## config.mk

```make
export PLATFORM = sky130hd
export DESIGN_NAME = stb_dcache_arbiter_flat
export DESIGN_NICKNAME = d
export VERILOG_FILES = /design/src/rtl/stb_dcache_arbiter_if.sv /design/src/rtl/stb_dcache_arbiter.sv /design/src/flat_wrapper.sv
export SDC_FILE = /design/constraint.sdc
export NUM_CORES = 1
export LEC_CHECK = 0
export BUFFER_PORTS_ARGS = -buffer_cell sky130_fd_sc_hd__buf_2
export CORE_MARGIN = 4
export CORE_UTILIZATION = 37
export DETAILED_ROUTE_END_ITERATION = 10
export HOLD_SLACK_MARGIN = 0.1
export PLACE_DENSITY_LB_ADDON = 0.2
export REMOVE_ABC_BUFFERS = 1
export SLEW_MARGIN = 20
export SYNTH_ARGS = -nofsm -noshare
export SYNTH_HDL_FRONTEND = slang
export SYNTH_SLANG_ARGS = --single-unit
```

## constraint.sdc

```tcl
create_clock -name clk -period 1.6 [get_ports clk]
set_clock_uncertainty 0.2 [all_clocks]
set_input_delay 0.32 -clock clk [delete_from_list [all_inputs] [get_ports clk]]
set_output_delay 0.32 -clock clk [all_outputs]
set_load 0.02 [all_outputs]
```

## src/rtl/stb_dcache_arbiter_if.sv

```systemverilog
// Bundles the load-port, store-buffer and dcache buses around the arbiter.
// The arbiter connects through the slave modport and the environment through the master modport.
interface stb_dcache_arbiter_if #(
   parameter int ADDR_WIDTH     = 32,
   parameter int DATA_WIDTH     = 32,
   parameter int BYTE_SEL_WIDTH = 4
);

   logic [ADDR_WIDTH-1:0]     lsummu2arb_addr;
   logic [BYTE_SEL_WIDTH-1:0] lsummu2arb_sel_byte;
   logic                      lsummu2arb_req;
   logic [DATA_WIDTH-1:0]     arb2lsummu_rdata;
   logic                      arb2lsummu_ack;

   logic [ADDR_WIDTH-1:0]     stb2arb_addr;
   logic [DATA_WIDTH-1:0]     stb2arb_wdata;
   logic [BYTE_SEL_WIDTH-1:0] stb2arb_sel_byte;
   logic                      stb2arb_req;
   logic                      stb2arb_full;
   logic                      arb2stb_ack;

   logic [ADDR_WIDTH-1:0]     arb2dcache_addr;
   logic [DATA_WIDTH-1:0]     arb2dcache_wdata;
   logic [BYTE_SEL_WIDTH-1:0] arb2dcache_sel_byte;
   logic                      arb2dcache_w_en;
   logic                      arb2dcache_req;
   logic [DATA_WIDTH-1:0]     dcache2arb_rdata;
   logic                      dcache2arb_ack;

   modport slave (
      input  lsummu2arb_addr, lsummu2arb_sel_byte, lsummu2arb_req,
      output arb2lsummu_rdata, arb2lsummu_ack,
      input  stb2arb_addr, stb2arb_wdata, stb2arb_sel_byte, stb2arb_req, stb2arb_full,
      output arb2stb_ack,
      output arb2dcache_addr, arb2dcache_wdata, arb2dcache_sel_byte, arb2dcache_w_en, arb2dcache_req,
      input  dcache2arb_rdata, dcache2arb_ack
   );

   modport master (
      output lsummu2arb_addr, lsummu2arb_sel_byte, lsummu2arb_req,
      input  arb2lsummu_rdata, arb2lsummu_ack,
      output stb2arb_addr, stb2arb_wdata, stb2arb_sel_byte, stb2arb_req, stb2arb_full,
      input  arb2stb_ack,
      input  arb2dcache_addr, arb2dcache_wdata, arb2dcache_sel_byte, arb2dcache_w_en, arb2dcache_req,
      output dcache2arb_rdata, dcache2arb_ack
   );

endinterface

```

## src/rtl/stb_dcache_arbiter.sv

```systemverilog
// Arbitrates the single dcache port between LSU loads and store-buffer drains,
// favouring loads but forcing a drain when the buffer is full or loads have starved it.
module stb_dcache_arbiter #(
   parameter int ADDR_WIDTH     = 32,
   parameter int DATA_WIDTH     = 32,
   parameter int BYTE_SEL_WIDTH = 4,
   parameter int STARVE_LIMIT   = 4
) (
   input logic                 clk,
   input logic                 rst_n,
   stb_dcache_arbiter_if.slave bus
);

   localparam logic [3:0] LIMIT = 4'(STARVE_LIMIT);

   typedef enum logic [1:0] {
      IDLE  = 2'd0,
      LOAD  = 2'd1,
      STORE = 2'd2
   } state_t;

   state_t     state;
   state_t     next_state;
   logic [3:0] starve_cnt;
   logic       grant_load;
   logic       grant_store;
   logic       load_done;
   logic       store_done;

   // A dcache ack only means something while a transaction is outstanding.
   assign load_done  = (state == LOAD)  && bus.dcache2arb_ack;
   assign store_done = (state == STORE) && bus.dcache2arb_ack;

   assign bus.arb2lsummu_ack   = load_done;
   assign bus.arb2stb_ack      = store_done;
   assign bus.arb2lsummu_rdata = load_done ? bus.dcache2arb_rdata : '0;

   always_comb begin
      next_state  = state;
      grant_load  = 1'b0;
      grant_store = 1'b0;
      case (state)
         IDLE: begin
            if (bus.stb2arb_req && (bus.stb2arb_full || (starve_cnt == LIMIT))) begin
               grant_store = 1'b1;
               next_state  = STORE;
            end else if (bus.lsummu2arb_req) begin
               grant_load = 1'b1;
               next_state = LOAD;
            end else if (bus.stb2arb_req) begin
               grant_store = 1'b1;
               next_state  = STORE;
            end
         end
         LOAD: begin
            if (bus.dcache2arb_ack) next_state = IDLE;
         end
         STORE: begin
            if (bus.dcache2arb_ack) next_state = IDLE;
         end
         default: next_state = IDLE;
      endcase
   end

   always_ff @(posedge clk or negedge rst_n) begin
      if (!rst_n) state <= IDLE;
      else        state <= next_state;
   end

   // Counts loads that completed while a drain was waiting; any drain resets it.
   always_ff @(posedge clk or negedge rst_n) begin
      if (!rst_n) begin
         starve_cnt <= 4'd0;
      end else if (grant_store) begin
         starve_cnt <= 4'd0;
      end else if (load_done && bus.stb2arb_req && (starve_cnt < LIMIT)) begin
         starve_cnt <= starve_cnt + 4'd1;
      end
   end

   // Request and payload are captured at grant and held untouched until the ack.
   always_ff @(posedge clk or negedge rst_n) begin
      if (!rst_n) begin
         bus.arb2dcache_req      <= 1'b0;
         bus.arb2dcache_w_en     <= 1'b0;
         bus.arb2dcache_addr     <= '0;
         bus.arb2dcache_wdata    <= '0;
         bus.arb2dcache_sel_byte <= '0;
      end else if (grant_load) begin
         bus.arb2dcache_req      <= 1'b1;
         bus.arb2dcache_w_en     <= 1'b0;
         bus.arb2dcache_addr     <= bus.lsummu2arb_addr;
         bus.arb2dcache_wdata    <= '0;
         bus.arb2dcache_sel_byte <= bus.lsummu2arb_sel_byte;
      end else if (grant_store) begin
         bus.arb2dcache_req      <= 1'b1;
         bus.arb2dcache_w_en     <= 1'b1;
         bus.arb2dcache_addr     <= bus.stb2arb_addr;
         bus.arb2dcache_wdata    <= bus.stb2arb_wdata;
         bus.arb2dcache_sel_byte <= bus.stb2arb_sel_byte;
      end else if (load_done || store_done) begin
         bus.arb2dcache_req      <= 1'b0;
         bus.arb2dcache_w_en     <= 1'b0;
         bus.arb2dcache_addr     <= '0;
         bus.arb2dcache_wdata    <= '0;
         bus.arb2dcache_sel_byte <= '0;
      end
   end

endmodule
```

## src/flat_wrapper.sv

```systemverilog
// flat-port wrapper written by rule: the top's interface ports become plain ports
module stb_dcache_arbiter_flat 
#(
   parameter int ADDR_WIDTH     = 32,
   parameter int DATA_WIDTH     = 32,
   parameter int BYTE_SEL_WIDTH = 4,
   parameter int STARVE_LIMIT   = 4
)
  (clk, rst_n, bus_lsummu2arb_addr, bus_lsummu2arb_sel_byte, bus_lsummu2arb_req, bus_arb2lsummu_rdata, bus_arb2lsummu_ack, bus_stb2arb_addr, bus_stb2arb_wdata, bus_stb2arb_sel_byte, bus_stb2arb_req, bus_stb2arb_full, bus_arb2stb_ack, bus_arb2dcache_addr, bus_arb2dcache_wdata, bus_arb2dcache_sel_byte, bus_arb2dcache_w_en, bus_arb2dcache_req, bus_dcache2arb_rdata, bus_dcache2arb_ack);
  stb_dcache_arbiter_if #(.ADDR_WIDTH(ADDR_WIDTH), .DATA_WIDTH(DATA_WIDTH), .BYTE_SEL_WIDTH(BYTE_SEL_WIDTH)) bus_i ();
  input logic clk;
  input logic rst_n;
  input wire logic [$bits(bus_i.lsummu2arb_addr)-1:0] bus_lsummu2arb_addr;
  input wire logic [$bits(bus_i.lsummu2arb_sel_byte)-1:0] bus_lsummu2arb_sel_byte;
  input wire logic [$bits(bus_i.lsummu2arb_req)-1:0] bus_lsummu2arb_req;
  output wire logic [$bits(bus_i.arb2lsummu_rdata)-1:0] bus_arb2lsummu_rdata;
  output wire logic [$bits(bus_i.arb2lsummu_ack)-1:0] bus_arb2lsummu_ack;
  input wire logic [$bits(bus_i.stb2arb_addr)-1:0] bus_stb2arb_addr;
  input wire logic [$bits(bus_i.stb2arb_wdata)-1:0] bus_stb2arb_wdata;
  input wire logic [$bits(bus_i.stb2arb_sel_byte)-1:0] bus_stb2arb_sel_byte;
  input wire logic [$bits(bus_i.stb2arb_req)-1:0] bus_stb2arb_req;
  input wire logic [$bits(bus_i.stb2arb_full)-1:0] bus_stb2arb_full;
  output wire logic [$bits(bus_i.arb2stb_ack)-1:0] bus_arb2stb_ack;
  output wire logic [$bits(bus_i.arb2dcache_addr)-1:0] bus_arb2dcache_addr;
  output wire logic [$bits(bus_i.arb2dcache_wdata)-1:0] bus_arb2dcache_wdata;
  output wire logic [$bits(bus_i.arb2dcache_sel_byte)-1:0] bus_arb2dcache_sel_byte;
  output wire logic [$bits(bus_i.arb2dcache_w_en)-1:0] bus_arb2dcache_w_en;
  output wire logic [$bits(bus_i.arb2dcache_req)-1:0] bus_arb2dcache_req;
  input wire logic [$bits(bus_i.dcache2arb_rdata)-1:0] bus_dcache2arb_rdata;
  input wire logic [$bits(bus_i.dcache2arb_ack)-1:0] bus_dcache2arb_ack;
  assign bus_i.lsummu2arb_addr = bus_lsummu2arb_addr;
  assign bus_i.lsummu2arb_sel_byte = bus_lsummu2arb_sel_byte;
  assign bus_i.lsummu2arb_req = bus_lsummu2arb_req;
  assign bus_arb2lsummu_rdata = bus_i.arb2lsummu_rdata;
  assign bus_arb2lsummu_ack = bus_i.arb2lsummu_ack;
  assign bus_i.stb2arb_addr = bus_stb2arb_addr;
  assign bus_i.stb2arb_wdata = bus_stb2arb_wdata;
  assign bus_i.stb2arb_sel_byte = bus_stb2arb_sel_byte;
  assign bus_i.stb2arb_req = bus_stb2arb_req;
  assign bus_i.stb2arb_full = bus_stb2arb_full;
  assign bus_arb2stb_ack = bus_i.arb2stb_ack;
  assign bus_arb2dcache_addr = bus_i.arb2dcache_addr;
  assign bus_arb2dcache_wdata = bus_i.arb2dcache_wdata;
  assign bus_arb2dcache_sel_byte = bus_i.arb2dcache_sel_byte;
  assign bus_arb2dcache_w_en = bus_i.arb2dcache_w_en;
  assign bus_arb2dcache_req = bus_i.arb2dcache_req;
  assign bus_i.dcache2arb_rdata = bus_dcache2arb_rdata;
  assign bus_i.dcache2arb_ack = bus_dcache2arb_ack;
  stb_dcache_arbiter #(.ADDR_WIDTH(ADDR_WIDTH), .DATA_WIDTH(DATA_WIDTH), .BYTE_SEL_WIDTH(BYTE_SEL_WIDTH), .STARVE_LIMIT(STARVE_LIMIT)) u_core (.clk(clk), .rst_n(rst_n), .bus(bus_i));
endmodule
```

==> Word level (Yosys, flattened, before mapping) <==
Cells that the tools add are included.
{ "classes": {"n_lt_le_gt_ge": 1, "mux": 27, "n_reduce_logical": 12, "n_eq_ne": 5, "addsub": 1} }
{ "ops": {"columns": ["cell", "count"], "rows": [
  ["$mux 32", 6],
  ["$mux 4", 5],
  ["$mux 1", 11],
  ["$mux 2", 4],
  ["$logic_and 1x1->1", 5],
  ["$add 4x1->4 const B", 1],
  ["$eq 4x3->1 const B", 1],
  ["$lt 4x3->1 const B", 1],
  ["$ne 4x3->1 const B", 1],
  ["$pmux 2 s2", 1],
  ["$reduce_bool 3->1", 1],
  ["$eq 2x1->1 const B", 1],
  ["$eq 2x2->1 const B", 1],
  ["$logic_not 2->1", 1],
  ["$logic_or 1x1->1", 2],
  ["$ne 2x1->1 const B", 1],
  ["$reduce_and 2->1", 1],
  ["$reduce_bool 2->1", 1],
  ["$reduce_or 2->1", 1]
]} }
{ "word_totals": {"reg_bits": 76, "input_bits": 142, "word_cells": 53} }

==> Logic depth before layout (Yosys ltp) <==
{ "depth": {"depth_word": 7, "ltp_mapped": 7, "mapped_depth_nobuf": 5} }

==> Worst setup path before layout <==
OpenSTA, ideal clock, no wires.
{ "synth_timing": {"path_kind": "reg2reg", "startpoint": "reg u_core.state[1]", "endpoint": "reg u_core.bus.arb2dcache_addr[10]", "setup_slack_ps": -185, "stages_incl_launch_ff": 8, "setup_time_ps": 126, "t_required_ps": 1274, "path_buffers": 2, "arrival_time_ps": 1459, "cell_sequence": "dfrtp_1 > inv_1 > ha_1 > o21ai_1 > buf_2 > clkbuf_1 > and3_1 > a221o_1"} }
{ "synth_via": {"elab_chain_len": 4, "word_cells_on_any_way": 11, "classes_between": "eq/ne (2); mux (4); reduce/logical (5)"} }
{ "synth_lines": {"columns": ["item", "line_no", "rtl"], "rows": [
  ["start: declaration", "stb_dcache_arbiter.sv:22", "state_t state;"],
  ["start signal: assignment", "stb_dcache_arbiter.sv:67", "else state <= next_state;"],
  ["$logic_not 2->1 (tied with other cells)", "stb_dcache_arbiter.sv:42", "case (state)"],
  ["$mux 1 (tied with other cells)", "stb_dcache_arbiter.sv:42", null],
  ["$mux 32 or $logic_or 1x1->1 (tied branches)", "stb_dcache_arbiter.sv:95, stb_dcache_arbiter.sv:101", null],
  ["$mux 32 or $reduce_bool 3->1 (tied branches)", null, null],
  ["end signal: assignment", "stb_dcache_arbiter.sv:92", "bus.arb2dcache_addr <= bus.lsummu2arb_addr;"],
  ["end signal: assignment", "stb_dcache_arbiter.sv:98", "bus.arb2dcache_addr <= bus.stb2arb_addr;"],
  ["end: declaration", "stb_dcache_arbiter_if.sv:35", "output arb2dcache_addr, arb2dcache_wdata, arb2dcache_sel_byte, arb2dcache_w_en, arb2dcache_req,"]
]} }
Several ways; a longest one is shown, not always the timed one.
A chain may end at the register's enable or synchronous reset.

==> Worst setup path after layout <==
{ "layout_timing": {"startpoint": "reg u_core.state[0]", "endpoint": "out bus_arb2lsummu_rdata[5]"} }
{ "layout_via": {"elab_chain_len": 3} }
{ "layout_lines": {"columns": ["item", "line_no", "rtl"], "rows": [
  ["$eq 2x1->1", "stb_dcache_arbiter.sv:31", "assign load_done = (state == LOAD) && bus.dcache2arb_ack;"],
  ["$logic_and 1x1->1", "stb_dcache_arbiter.sv:31", null],
  ["$mux 32", "stb_dcache_arbiter.sv:36", "assign bus.arb2lsummu_rdata = load_done ? bus.dcache2arb_rdata : '0;"],
  ["end: declaration", "flat_wrapper.sv:16", "output wire logic [$bits(bus_i.arb2lsummu_rdata)-1:0] bus_arb2lsummu_rdata;"]
]} }
Every way passes these cells.

==> flow_summary.ini <==
[run_status]
status = finished with violations
violations = setup timing

[power_and_ir_drop]
p_sw_w = 0.00471
intPower_w = 0.00651
irDropWorstVdd_mv = 0.877
pwr-share-clk = 0.125
power_frac_seq = 0.286
switching_share = 0.420
powerDensity_nw_per_um2 = 1640
pwr-share-comb = 0.589
power_w = 0.0112
leakage_nw = 3.68

[critical_path]
crit_type = register to primary output
crit_path_end_kind = primary output
cp.arrival_ns = 1.45
cp_max_fo = 15
r2r_cells = 8
startpoint_type = register
worstPathRequired_ns = 1.08

[floorplan]
coreArea_sq_um = 8890
die_h_microns = 105
start_util = 0.388
die-area_sq_um = 10900
die_width_microns = 105
rows = 34
top_level_ports = 246

[sta]
worst_slew_margin_rel = 0.798
maxSlewViolCount = 0
finalHoldViolCount = 0
setup_ws_ns = -0.369
setup_viol = 109
fmax_mhz = 508
rsz0062_at_grt = true
hold_slack_ns = 0.182
tightest_slew_ns = 0.302
period_share = 1.23
period_needed_ns = 1.97

[drt]
via_per_inst = 5.42
drtIter0Drc = 199
wl_per_cell_microns = 19.7
first_pass_iters = 8
vias = 4220
drc = 0
ant_nets = 0
wl_microns = 15300

[place]
dp_slack_ns = -0.228
place.gp.congestion = 0.784
io_buffers = 245
dp_hpwl_microns = 8770
dpl-instance-area_sq_um = 4980

[global_route]
grt_max_degree = 34
grt-ovfl-total = 0
grtUsageTotal = 0.255
grt_pass1_wl_microns = 22200
grt_pass1_vias = 4472
antenna_found_initial = 1

[synthesis]
syn_area_sq_um = 3450
synth.top_cells.by_count = dfrtp_1 (76), and3_1 (66), a221o_1 (36)
syn_area_per_cell_sq_um = 12.2
ys_seq_area_frac = 0.552
synth_edf_count = 0
yosysWarningCount = 0
synthArstFlopShare = 1.00
synth.most_common_cell = dfrtp_1
synth_seq_cells = 76
synthDistinctLibCells = 28
syn_inst = 282
synth_flop_cell = dfrtp_1
yosysTopAreaCellShare = 0.552
synth_top_cell_by_area = dfrtp_1
synth_area_leaders = dfrtp_1 (55%), and3_1 (12%), a221o_1 (10%)

[worst_hold_path]
hold_class = primary input to async pin

[clock_network]
clock-sinks = 76
htreeDepth = 3
ctsRootBufferMaster = clkbuf_8
numCtsBuffers = 9
cts_tree = built
clockBufferDepth = 2
clk_pin_slew_ns = 0.09
worstSkewPairLatency_ns = 0.34

[finish]
fill_cells = 551
syn_to_final_growth_pct = 98.0
drive_gt1_frac = 0.519
nets = 811
stdcell_area_sq_um = 6830

[job]
cap_violations = 0
## power by group through the flow
stage | combinational (W) | clock [W] | sequential (W)
floorplan | 0.00197 | 0 | 0.00409
global placement | 0.00501 | 0 | 0.00318
detailed placement | 0.00514 | 0 | 0.00317
CTS | 0.00577 | 0.00144 | 0.00317
global route | 0.00697 | 0.00150 | 0.00330
finish | 0.00661 | 0.00140 | 0.00321
## worst max-delay path: stages, from the launching register on
cell	delay [ns]
dfrtp_1	0.44
ha_4	0.20
buf_6	0.14
and3_1	0.17
buf_4	0.15
## cell usage in the layout, fill, tap and decap left out, types with 2 or more instances in the layout
cell	Yosys	layout
buf_8	0	3
clkbuf_8	0	9
ha_4	0	3
a22o_1	34	34
clkbuf_16	0	4
o21ai_0	2	2
a221o_1	36	36
buf_2	11	215
and3_1	66	53
a21oi_2	0	2
nand2_1	4	2
buf_6	9	31
inv_1	7	5
and2_4	0	3
and3_4	0	13
inv_2	0	2
and3_2	2	2
clkinv_4	0	2
buf_12	0	11
dfrtp_1	76	76
inv_8	0	2
dlygate4sd3_1	0	105
buf_4	1	32
inv_6	0	2
## through the flow
stage / setup TNS, ns / instances / util
2_1_floorplan: -195.99 / 252 / -
3_3_place_gp: -13.85 / 637 / 0.560
3_5_place_dp: -16.51 / 637 / 0.560
4_1_cts: -32.07 / 766 / 0.733
5_1_grt: -40.25 / 778 / 0.768
6_report: -34.52 / 778 / 0.768
## path summary, 6_finish.rpt
path                                                        start                                             to  slack, ns
min in group clk                               bus_lsummu2arb_req                    u_core.state[0]$_DFFE_PN0P_       0.27
max in group asynchronous                                   rst_n     u_core.bus.arb2dcache_addr[21]$_DFFE_PN0P_       0.53
setup / recovery                      u_core.state[0]$_DFFE_PN0P_                        bus_arb2lsummu_rdata[5]      -0.37
hold reg to reg            u_core.bus.arb2dcache_w_en$_DFFE_PN0P_         u_core.bus.arb2dcache_w_en$_DFFE_PN0P_       0.29
setup reg to reg                      u_core.state[0]$_DFFE_PN0P_  u_core.bus.arb2dcache_sel_byte[1]$_DFFE_PN0P_      -0.37
hold / removal                                              rst_n    u_core.bus.arb2dcache_wdata[20]$_DFFE_PN0P_       0.18
## final cells by class
| cell class | instances | area [sq um] | share of cell area |
|---|---|---|---|
| Timing Repair Buffer | 401 | 3080 | 0.452 |
| Sequential cell | 76 | 1900 | 0.279 |
| Multi-Input combinational cell | 169 | 1490 | 0.218 |
| Tap cell | 108 | 135 | 0.0198 |
| Clock buffer | 9 | 124 | 0.0181 |
| Clock inverter | 7 | 65.1 | 0.00953 |
| Inverter | 7 | 26.3 | 0.00385 |
| Antenna cell | 1 | 2.50 | 0.000367 |
## flip-flops by register name, summed over array words and instances, names as in the netlist
signal	flops
u_core.bus.arb2dcache_req	1
u_core.state	2
u_core.bus.arb2dcache_wdata	32
u_core.bus.arb2dcache_sel_byte	4
u_core.starve_cnt	4
u_core.bus.arb2dcache_addr	32
u_core.bus.arb2dcache_w_en	1
## routing by layer
layer  share of wire  track usage  vias to the layer above
met1            0.36        0.265                     2024
met2            0.52        0.470                      267
met3           0.068       0.0534                       69
met4           0.051        0.148                        0
met5               0            0                        -
li1                -            -                     1860
## logic make-up after synthesis
family | count (synthesis) | share of synthesized area
buffers and inverters | 37 | 0.0650
and+or+nand+nor | 83 | 0.151
adders and majority gates | 5 | 0.0181
DFF | 76 | 0.552
AOI/OAI and AO/OA | 81 | 0.214
## what timing repair did
action                                 4_1_cts  5_1_grt
hold buffers                               105        0
setup buffers                                6        8
endpoints found under the hold margin      144        0
setup endpoints to repair                  109      110
pin swaps                                    3       38
resized for setup                           62       46
cloned                                       2        6
Power figures use the tool's default switching activity.
